<file path="src/rtl/mips_pkg.sv">
// Shared encodings and default widths for the MEM->WB writeback slice.
package mips_pkg;

  localparam int unsigned DATA_W_DEF = 32;
  localparam int unsigned ADDR_W_DEF = 5;
  localparam logic [4:0]  REG_ZERO   = 5'd0;

  typedef enum logic [1:0] {
    LD_BYTE = 2'b00,
    LD_HALF = 2'b01,
    LD_WORD = 2'b10,
    LD_RSVD = 2'b11
  } ld_size_e;

  typedef enum logic {
    EMPTY = 1'b0,
    FULL  = 1'b1
  } wb_state_e;

endpackage

</file>
<file path="src/rtl/load_align.sv">
// Little-endian lane select and sign/zero extension of raw load data.
module load_align
  import mips_pkg::*;
#(
  parameter int unsigned DATA_W = DATA_W_DEF
) (
  input  logic [DATA_W-1:0] mem,
  input  logic [1:0]        addr_lo,
  input  ld_size_e          size,
  input  logic              is_unsigned,
  output logic [DATA_W-1:0] data,
  output logic              misalign
);

  logic [7:0]  byte_lane;
  logic [15:0] half_lane;

  always_comb begin
    byte_lane = mem[{addr_lo, 3'b000} +: 8];
    half_lane = mem[{addr_lo[1], 4'b0000} +: 16];
    data      = mem;
    misalign  = 1'b0;
    case (size)
      LD_BYTE: data = {{(DATA_W-8){~is_unsigned & byte_lane[7]}}, byte_lane};
      LD_HALF: begin
        data     = {{(DATA_W-16){~is_unsigned & half_lane[15]}}, half_lane};
        misalign = addr_lo[0];
      end
      // reserved size behaves as a full word
      default: misalign = (addr_lo != 2'b00);
    endcase
  end

endmodule

</file>
<file path="src/rtl/writeback_stage.sv">
// One-entry MEM->WB stage: register file write port, decode bypass,
// retire counter and sticky misaligned-load flag.
module writeback_stage
  import mips_pkg::*;
#(
  parameter int unsigned DATA_W = DATA_W_DEF,
  parameter int unsigned ADDR_W = ADDR_W_DEF,
  parameter int unsigned CNT_W  = 32
) (
  input  logic              clock,
  input  logic              reset_n,
  input  logic              in_valid,
  output logic              in_ready,
  input  logic [ADDR_W-1:0] in_dest_5,
  input  logic              in_wen,
  input  logic              in_is_load,
  input  logic [1:0]        in_ld_size,
  input  logic              in_ld_unsigned,
  input  logic [1:0]        in_addr_lo_2,
  input  logic [DATA_W-1:0] in_alu_32,
  input  logic [DATA_W-1:0] in_mem_32,
  input  logic              wb_hold,
  output logic [ADDR_W-1:0] rf_address_d_5,
  output logic [DATA_W-1:0] rf_data_dval_32,
  output logic              rf_w_en,
  input  logic [ADDR_W-1:0] byp_s1_addr_5,
  input  logic [ADDR_W-1:0] byp_s2_addr_5,
  output logic              byp_s1_hit,
  output logic [DATA_W-1:0] byp_s1_val_32,
  output logic              byp_s2_hit,
  output logic [DATA_W-1:0] byp_s2_val_32,
  output logic [CNT_W-1:0]  retire_count_32,
  output logic              misalign_err
);

  wb_state_e         state;
  logic [ADDR_W-1:0] st_dest;
  logic              st_wen;
  logic              st_mis;
  logic [DATA_W-1:0] st_data;

  logic [DATA_W-1:0] ld_data;
  logic              ld_mis;
  logic              full;
  logic              commit;
  logic              accept;
  logic              in_mis;
  logic              st_live;

  load_align #(.DATA_W(DATA_W)) u_align (
    .mem         (in_mem_32),
    .addr_lo     (in_addr_lo_2),
    .size        (ld_size_e'(in_ld_size)),
    .is_unsigned (in_ld_unsigned),
    .data        (ld_data),
    .misalign    (ld_mis)
  );

  assign full     = (state == FULL);
  assign commit   = full & ~wb_hold;
  assign in_ready = ~full | commit;
  assign accept   = in_valid & in_ready;
  assign in_mis   = in_is_load & ld_mis;

  // A staged entry is architecturally visible only if it will really write.
  assign st_live  = full & st_wen & ~st_mis & (st_dest != ADDR_W'(REG_ZERO));

  assign rf_w_en         = commit & st_live;
  assign rf_address_d_5  = full ? st_dest : '0;
  assign rf_data_dval_32 = full ? st_data : '0;

  assign byp_s1_hit    = st_live & (st_dest == byp_s1_addr_5);
  assign byp_s2_hit    = st_live & (st_dest == byp_s2_addr_5);
  assign byp_s1_val_32 = byp_s1_hit ? st_data : '0;
  assign byp_s2_val_32 = byp_s2_hit ? st_data : '0;

  always_ff @(posedge clock or negedge reset_n) begin
    if (!reset_n) begin
      state           <= EMPTY;
      st_dest         <= '0;
      st_wen          <= 1'b0;
      st_mis          <= 1'b0;
      st_data         <= '0;
      retire_count_32 <= '0;
      misalign_err    <= 1'b0;
    end else begin
      if (accept) begin
        state   <= FULL;
        st_dest <= in_dest_5;
        st_wen  <= in_wen;
        st_mis  <= in_mis;
        st_data <= in_is_load ? ld_data : in_alu_32;
        if (in_mis) misalign_err <= 1'b1;
      end else if (commit) begin
        state <= EMPTY;
      end
      if (commit) retire_count_32 <= retire_count_32 + CNT_W'(1);
    end
  end

endmodule

</file>
<file path="config.mk">
export PLATFORM = sky130hd
export DESIGN_NAME = writeback_stage
export DESIGN_NICKNAME = d
export VERILOG_FILES = /design/src/rtl/mips_pkg.sv /design/src/rtl/load_align.sv /design/src/rtl/writeback_stage.sv
export SDC_FILE = /design/constraint.sdc
export NUM_CORES = 1
export LEC_CHECK = 0
export BUFFER_PORTS_ARGS = -buffer_cell sky130_fd_sc_hd__buf_4
export CAP_MARGIN = 15
export CORE_MARGIN = 10
export CORE_UTILIZATION = 43
export DETAILED_ROUTE_END_ITERATION = 10
export GPL_TIMING_DRIVEN = 0
export PLACE_DENSITY = 0.81
export SYNTH_ARGS = -nofsm -noshare
export SYNTH_HDL_FRONTEND = slang
export SYNTH_SLANG_ARGS = --single-unit
</file>
<file path="constraint.sdc">
create_clock -name clock -period 2.1 [get_ports clock]
set_clock_uncertainty 0.2 [all_clocks]
set_input_delay 0.42 -clock clock [delete_from_list [all_inputs] [get_ports clock]]
set_output_delay 0.42 -clock clock [all_outputs]
set_load 0.005 [all_outputs]
</file>
==> reports/summary.txt, run 1 <==
first-pass GRT wire length: 29.99 mm
critical-path cell list: or4_4 > o211ai_4 > nor4_4 > buf_6 > clkbuf_16 > and2_4 > buf_6
Setup CP Type: register to primary output
# DRC: 0
CTS tree: yes
CTS buffer count: 9
height of the die: 126.4 microns
clk root buf: clkbuf_16
CP startpoint: st_dest[2]
total track usage: 0.2329
CP Capture Type: primary output
drt total wl: 19.89 mm
total gr overflow: 0
FF+latch count, synth: 73
HPWL after detailed placement: 14.94 mm
CP required: 1.48 ns
RSZ-0062 raised after global routing: true
most frequent cell on the critical path: buf_6
core area: 0.01094 sq mm
number of synthesized flops with an enable pin: 0
Main synth FF type: dfrtp_1
worst skew pair latency: 0.34 ns
crit share post-route: 1.327
Die Width: 126.4 microns
CP max FO: 5
synth top area cells: dfrtp_1 38%, and2_1 8.4%, and2_4 5.9%, xnor2_1 4.1%, mux2_2 3.5%
initial antenna violation count: 0
Final nets: 868
Max-cap violations: 0
via count: 5112
post-synthesis async set-or-reset flop share: 1.000
# IOs: 228
vias in the first global route: 5292
ant diodes: 0
commonest non-fill, non-tap cell in the layout: buf_4
Post-Place Cells: 889
Detail Route Antenna Nets: 0
Final Hold Vio Count: 0
Worst-path clk slew: 0.05 ns
startpoint types: register
yosys warns: 0
post-synthesis sequential area ratio: 0.3754
Power Total: 4643 uW
CP arrival: 2.17 ns
Max Fclk: 0.3589 GHz
RR Startpoint: full
drt initial violations: 346
PwrDens: 606.1 mW/mm^2
area of the die: 0.01597 sq mm
Synth Instances: 523
failing checks: setup timing
Core Util, Final: 0.7006
Initial Util: 0.4450
area share of the largest cell type after synthesis: 0.3754
peak supply drop: 392.2 uV
worst-case clock buffer depth: 2
CTS sink cnt: 73
Mapped Nets: 614
share of cells above drive strength 1: 0.4885
Port Buffer Count: 226
post-synthesis cell area: 0.004866 sq mm
largest area contributor in the netlist: dfrtp_1
max incr delay on CP: 0.56 ns
Mapped Avg Cell Area: 9.304 sq um
H-tree Lvls: 3
Hold Crit Class: input port to async pin
Core Rows: 38
Fillers: 817
leakage: 0.003690 uW
Slew @ Worst Pin: 0.9645 ns
first-pass iteration count of the detailed router: 5
WHS: 0.02482 ns
fin crit period: 2.786 ns
leading cell types in the layout, fill and taps excluded: 166 x buf_4, 83 x buf_6, 72 x dfrtp_1
DR vias/cell: 5.544
Max Slew Vio Count: 0
Max transition margin: 0.3570
slowest CP cell: or4_4
Synth cell types: 56
GP Congestion: 0.9342
Non-Filler Instances: 922
status: finished, violations left
final setup violation count: 67
largest net degree at the start of global routing: 74
Setup WS post-layout: -0.6861 ns
Layout area overhead: 57.44%
WL/cell: 21.57 microns
==> sequential cells by signal, indices dropped and copies added, names as in the netlist <==
| register | count |
|---|---|
| misalign_err | 1 |
| st_mis | 1 |
| st_wen | 1 |
| retire_count_32 | 32 |
| full | 1 |
| st_dest | 5 |
| st_data | 32 |
==> Yosys cell counts, drive strengths merged (7+ instances only) <==
| library cell | number |
|---|---|
| inv | 7 |
| buf | 14 |
| mux2 | 15 |
| xnor2 | 23 |
| a31oi | 15 |
| and2 | 103 |
| nor4 | 11 |
| nand2 | 35 |
| clkbuf | 23 |
| nor2 | 38 |
| nand3 | 12 |
| o22ai | 7 |
| a221oi | 8 |
| a21oi | 31 |
| xor2 | 18 |
| dfrtp | 73 |
| o221ai | 7 |
| a22oi | 8 |
| nand2b | 11 |
| and3 | 19 |
==> power by group <==
group,switching [uW],internal (uW)
combinational,532,641
sequential,235,1580
clock,611,1040
==> cell type report <==
| type | count | area, sq um | share of cell area |
|---|---|---|---|
| plain buffers | 36 | 260.3 | 0.03397 |
| clock buffers | 10 | 229.0 | 0.02989 |
| clock inverters | 6 | 90.09 | 0.01176 |
| inverters | 7 | 26.28 | 0.003430 |
| multi-input cells | 406 | 2880 | 0.3760 |
| flip-flops and latches | 73 | 1828 | 0.2386 |
| well taps | 140 | 175.2 | 0.02286 |
| repair buffers | 244 | 2172 | 0.2835 |
==> per-stage QoR <==
| step | cell area, sq um | setup WS (ns) | TNS [ns] |
|---|---|---|---|
| floorplan | 4906 | -0.1028 | -5.178 |
| global placement | 6778 | -0.4263 | -26.25 |
| CTS | 7502 | -0.7348 | -45.97 |
| global route | 7661 | -0.7563 | -47.85 |
| finish | 7661 | -0.6861 | -42.73 |
| detailed placement | 6778 | -0.4606 | -29.56 |
==> path summary, 6_finish.rpt <==
path | end | slack [ns] | cells past startpoint
max in group asynchronous | full | 0.99 | 1
min in group clock | st_dest[4] | 0.08 | 3
hold / removal | st_dest[2] | 0.02 | 1
setup / recovery | byp_s2_val_32[4] | -0.69 | 7
setup reg to reg | st_data[9] | 0.09 | 7
hold reg to reg | misalign_err | 0.27 | 1
==> logic make-up after synthesis <==
kind of cell,after synthesis,synth area share
compound gates,92,0.1319
xor+xnor,41,0.07380
fa+ha+maj,1,0.002571
buf+inv,44,0.05091
flops,73,0.3754
mux,17,0.04140
simple gates,255,0.3240
==> per-layer routing <==
metal | part of all wire | wire (microns) | track usage
met5 | 0 | 0 | 0
met1 | 0.40 | 7894 | 0.2801
met3 | 0.098 | 1948 | 0.07955
met4 | 0.033 | 662 | 0.08640
met2 | 0.47 | 9383 | 0.3776
==> worst max-delay path: cells and delay by family, from the launching register on <==
kind,cells,cell delay [ns]
compound gates,1,0.25
buf+inv,3,0.41
simple gates,3,0.78
flops,1,0.39
==> what timing repair did <==
| item | CTS | global route |
|---|---|---|
| gates cloned | 2 | 3 |
| setup endpoints to repair | 109 | 100 |
| resized for setup | 91 | 35 |
| pin swaps | 3 | 5 |
| hold buffers | 0 | 0 |
| buffers inserted | 9 | 4 |
| endpoints found under the hold margin | 0 | 0 |
No activity file was read; power rests on OpenSTA's default activity.
==> inputs of run 2 (changes only) <==
- CELL_PAD_IN_SITES_DETAIL_PLACEMENT: default -> 1
- CELL_PAD_IN_SITES_GLOBAL_PLACEMENT: default -> 2
- CORE_UTILIZATION: 43 -> 24
- PLACE_DENSITY: 0.81 -> 0.8
==> reports/summary.txt, run 2 (synthesized netlist as in run 1, its figures left out) <==
Crit path depth: 7 (unchanged)
worst slack at placement: -0.4775 ns (-0.01688 ns)
drt total wl: 21.03 mm (+5.7%)
Post-CTS Hold Buffers: 0 (unchanged)
HPWL after detailed placement: 16.72 mm (+12%)
Max transition margin: 0.3312 (-0.02580)
drt initial violations: 200 (-42%)
multi-input logic area: 0.002864 sq mm (-0.56%)
# IOs: 228 (unchanged)
initial antenna violation count: 0 (unchanged)
area of the die: 0.02637 sq mm (+65%)
Port Buffer Count: 226 (unchanged)
CTS tree: yes
fin area: 0.007574 sq mm (-1.1%)
total gr overflow: 0 (unchanged)
Max-cap violations: 0 (unchanged)
Hold Crit Class: input port to async pin
leakage: 0.003608 uW (-2.2%)
first-pass iteration count of the detailed router: 5 (unchanged)
height of the die: 162.4 microns (+28%)
max incr delay on CP: 0.56 ns (about the same)
Core Rows: 52 (+37%)
ant diodes: 0 (unchanged)
Detail Route Antenna Nets: 0 (unchanged)
Largest regs: retire_count_32 (32), st_data (32), st_dest (5)
# DRC: 0 (unchanged)
leading cell types in the layout, fill and taps excluded: 204 x buf_4, 69 x dfrtp_1, 57 x and2_4
Slew @ Worst Pin: 1.003 ns (+0.03870 ns)
critical-path cell list: or4_4 > o211ai_4 > nor4_4 > buf_12 > buf_6 > and2_1 > buf_4
Setup CP Type: register to primary output
RSZ-0062 raised after global routing: true
commonest non-fill, non-tap cell in the layout: buf_4
total track usage: 0.1566 (-0.07628)
share of cells above drive strength 1: 0.4812 (-0.007298)
DR vias/cell: 4.620 (-17%)
clk root buf: clkbuf_16
failing checks: setup timing
Critical path buffers and inverters: 3 (unchanged)
Top delay family on crit path: simple AND/OR/NAND/NOR gates
post-placement cell area: 0.006940 sq mm (+2.4%)
crit share post-route: 1.350 (+0.02374)
Fillers: 2334 (+190%)
CP required: 1.48 ns (about the same)
H-tree Lvls: 3 (unchanged)
CP arrival: 2.22 ns (+0.05 ns)
Post-Place Cells: 1019 (+15%)
Non-Filler Instances: 1041 (+13%)
CTS sink cnt: 73 (unchanged)
Final nets: 857 (-1.3%)
worst-case clock buffer depth: 2 (unchanged)
core area: 0.02010 sq mm (+84%)
PwrDens: 633.3 mW/mm^2 (+4.5%)
fin crit period: 2.836 ns (+0.04985 ns)
Die Width: 162.4 microns (+28%)
CP Capture Type: primary output
Max Fclk: 0.3526 GHz (-1.8%)
CP max FO: 10 (+5)
status: finished, violations left
worst skew pair latency: 0.35 ns (about the same)
Worst-path clk slew: 0.06 ns (about the same)
startpoint types: register
Reg area: 0.001832 sq mm (+0.21%)
worst reg-to-reg path cell count: 6 (-1)
CTS buffer count: 9 (unchanged)
final setup violation count: 67 (unchanged)
largest net degree at the start of global routing: 74 (unchanged)
Setup WS post-layout: -0.7360 ns (-0.04985 ns)
Core Util, Final: 0.3767 (-0.3239)
Layout area overhead: 55.64%
Max Slew Vio Count: 0 (unchanged)
vias in the first global route: 5224 (-1.3%)
peak supply drop: 280.9 uV (-28%)
Initial Util: 0.2420 (-0.2029)
via count: 4809 (-5.9%)
WL/cell: 20.20 microns (-6.4%)
slowest CP cell: or4_4
GP Congestion: 0.8337 (-11%)
first-pass GRT wire length: 31.93 mm (+6.5%)
Final Hold Vio Count: 0 (unchanged)
## run 2: cell count changes in the layout (fill, tap and decap cells not counted), sizes merged
| cell | before | now |
|---|---|---|
| bufinv | 2 | 3 |
| clkinvlp | 1 | 2 |
| inv | 8 | 7 |
| buf | 258 | 249 |
| clkbuf | 32 | 29 |
## run 2: repair_timing
action                     in CTS  in global routing
gates resized for setup        34                 45
setup buffers                   7                  1
setup endpoints to repair     114                134
pin swaps                       3                  2
## run 2: worst paths after layout
kind	startpoint	to	slack (ns)
min reg2reg	st_wen	st_wen	0.27
min	reset_n	retire_count_32[17]	0.006
max reg2reg	full	st_data[8]	0.17
min in group clock	in_wen	st_wen	0.06
max in group asynchronous	reset_n	st_dest[1]	0.96
max	st_dest[1]	byp_s2_val_32[24]	-0.74
## run 2: power by group
group          total [uW]  switching, uW  internal (uW)
combinational        1180            536            647
sequential           1810            227           1580
clock                1810            648           1160
total                4800           1410           3390
## run 2: routing by layer
metal | up-vias | global-route usage | part of all wire
met4 | 0 | 0.03309 | 0.0076
met5 | - | 0 | 0
li1 | 2309 | - | -
met1 | 2336 | 0.1926 | 0.43
met2 | 153 | 0.2545 | 0.48
met3 | 11 | 0.06067 | 0.083
## run 2: per-stage QoR
step	TNS, ns	hold slack, ns	total power, uW
after global placement	-38.65	0.2517	2949
after detailed placement	-39.81	0.2569	2965
final	-46.63	0.006150	4797
after global routing	-50.20	0.07526	5072
after floorplan	-5.178	-0.07559	2283
after CTS	-49.22	0.05005	4833
## run 2: layout make-up
class                   count  share of cell area
plain buffers              37             0.04097
clock buffers               9             0.02974
clock inverters             7             0.01569
inverters                   7            0.003469
multi-input cells         406              0.3782
flip-flops and latches     73              0.2419
well taps                 270             0.04461
repair buffers            232              0.2455
==> inputs of run 3 (changes only) <==
- TNS_END_PERCENT: default -> 1
==> reports/summary.txt, run 3 (synthesized netlist as in run 1, its figures left out) <==
commonest non-fill, non-tap cell in the layout: buf_4
core area: 0.02010 sq mm (unchanged)
Fillers: 2339 (+0.21%)
switch share: 0.2864 (-0.007627)
CTS buffer count: 9 (unchanged)
via count: 4815 (+0.12%)
ant diodes: 0 (unchanged)
multi-input logic area: 0.002825 sq mm (-1.4%)
Worst-path clk slew: 0.06 ns (about the same)
PwrDens: 649.0 mW/mm^2 (+2.5%)
# DRC: 0 (unchanged)
clk root buf: clkbuf_16
post-route setup TNS: -45.64 ns (+0.9903 ns)
Detail Route Antenna Nets: 0 (unchanged)
CP arrival: 2.21 ns (about the same)
Largest regs: retire_count_32 (32), st_data (32), st_dest (5)
Critical path buffers and inverters: 3 (unchanged)
first-pass iteration count of the detailed router: 4 (-1)
post-placement cell area: 0.006900 sq mm (-0.58%)
Initial Util: 0.2420 (unchanged)
RSZ-0062 raised after global routing: true
CP max FO: 10 (unchanged)
fin area: 0.007533 sq mm (-0.53%)
DR vias/cell: 4.630 (+0.22%)
share of power burned in registers: 0.367 (-0.010)
initial antenna violation count: 0 (unchanged)
Top delay family on crit path: simple AND/OR/NAND/NOR gates
max incr delay on CP: 0.55 ns (about the same)
Layout area overhead: 54.82%
status: finished, violations left
worst-case clock buffer depth: 2 (unchanged)
area of the die: 0.02637 sq mm (unchanged)
Hold Crit Class: input port to async pin
crit share post-route: 1.348 (-0.002822)
HPWL after detailed placement: 16.70 mm (-0.13%)
CP Capture Type: primary output
Setup WS post-layout: -0.7301 ns (+0.005926 ns)
Non-Filler Instances: 1040 (-0.096%)
worst slack at placement: -0.4628 ns (+0.01468 ns)
startpoint types: register
worst skew pair latency: 0.35 ns (about the same)
GP Congestion: 0.8055 (-3.4%)
CTS tree: yes
largest net degree at the start of global routing: 74 (unchanged)
GR peak layer: met2
failing checks: setup timing
total gr overflow: 0 (unchanged)
slowest CP cell: or4_4
vias in the first global route: 5170 (-1.0%)
Max Fclk: 0.3533 GHz (+0.21%)
share of cells above drive strength 1: 0.4610 (-0.02015)
WL/cell: 20.33 microns (+0.67%)
Die Width: 162.4 microns (unchanged)
Reg area: 0.001832 sq mm (unchanged)
height of the die: 162.4 microns (unchanged)
M3 GR Usage: 0.05308 (-0.007583)
CP required: 1.48 ns (about the same)
Setup CP Type: register to primary output
Final Hold Vio Count: 0 (unchanged)
first-pass GRT wire length: 31.70 mm (-0.74%)
Int Power: 3489 uW (+3.0%)
Final nets: 856 (-0.12%)
leakage: 0.003588 uW (-0.55%)
Max Slew Vio Count: 0 (unchanged)
# IOs: 228 (unchanged)
Core Rows: 52 (unchanged)
Slew @ Worst Pin: 0.9943 ns (-0.008948 ns)
Net Switching: 1400 uW (-0.71%)
Max-cap violations: 0 (unchanged)
total track usage: 0.1552 (-0.001497)
Post-Place Cells: 1019 (unchanged)
Combinational Power Share: 0.237 (-0.010)
critical-path cell list: or4_4 > o211ai_4 > nor4_4 > buf_6 > buf_6 > and2_1 > buf_4
leading cell types in the layout, fill and taps excluded: 205 x buf_4, 69 x dfrtp_1, 58 x and2_1
CTS sink cnt: 73 (unchanged)
drt total wl: 21.15 mm (+0.57%)
Max transition margin: 0.3372 (+0.005966)
most frequent cell on the critical path: buf_6
Port Buffer Count: 226 (unchanged)
peak supply drop: 285.4 uV (+1.6%)
final setup violation count: 67 (unchanged)
H-tree Lvls: 3 (unchanged)
drt initial violations: 235 (+18%)
M2 GR Usage: 0.2552 (+0.0007457)
power share of the clock group: 0.395 (+0.018)
WHS: 0.03056 ns (+0.02441 ns)
met1 Use GR: 0.1889 (-0.003654)
fin crit period: 2.830 ns (-0.005926 ns)
==> run 3: changes by cell type in the layout (fill, tap and decap cells not counted), moves of 2 or more <==
| cell | previous run | this run |
|---|---|---|
| and2_1 | 44 | 58 |
| and2_4 | 57 | 43 |
| buf_6 | 36 | 32 |
| buf_8 | 2 | 6 |
| a2111oi_1 | 0 | 2 |
| clkinvlp_4 | 2 | 0 |
==> run 3: final timing paths <==
check / from / to / slack (ns) / depth (start not counted)
min: reset_n / retire_count_32[18] / 0.03 / 1
min reg2reg: misalign_err / misalign_err / 0.27 / 1
max reg2reg: full / st_data[10] / 0.12 / 6
min in group clock: in_wen / st_wen / 0.06 / 3
max: st_dest[3] / byp_s2_val_32[10] / -0.73 / 7
max in group asynchronous: reset_n / st_dest[2] / 0.96 / 1
==> run 3: per-stage QoR <==
stage | total power [uW] | util
after floorplan | 2277 | -
final | 4889 | 0.3747
after global placement | 2937 | 0.3432
after detailed placement | 2960 | 0.3432
after CTS | 4953 | 0.3710
after global routing | 5157 | 0.3747
==> run 3: area by class of cell <==
type,count,share of cell area
clock buffers,9,0.02990
repair buffers,231,0.2448
multi-input cells,406,0.3750
well taps,270,0.04484
flip-flops and latches,73,0.2431
inverters,7,0.003488
clock inverters,7,0.01893
plain buffers,37,0.03986
==> run 3: power by group through the flow <==
stage	registers (uW)	clock network, uW	logic [uW]
final	1800	1930	1160
after global routing	1830	2050	1280
after CTS	1800	1980	1170
after detailed placement	1830	0	1130
after global placement	1830	0	1110
after floorplan	1750	0	528
==> run 3: metal layers <==
metal  vias to the layer above  share of wire
li1                       2302              -
met1                      2333           0.43
met2                       158           0.48
met3                        22          0.077
met4                         0          0.016
met5                         -              0
==> run 3: what timing repair did <==
action / in CTS / in global routing
setup buffers: 5 / 0
hold buffers: 0 / 0
resized for setup: 45 / 33
endpoints found under the setup margin: 115 / 132
pin swaps: 8 / 1
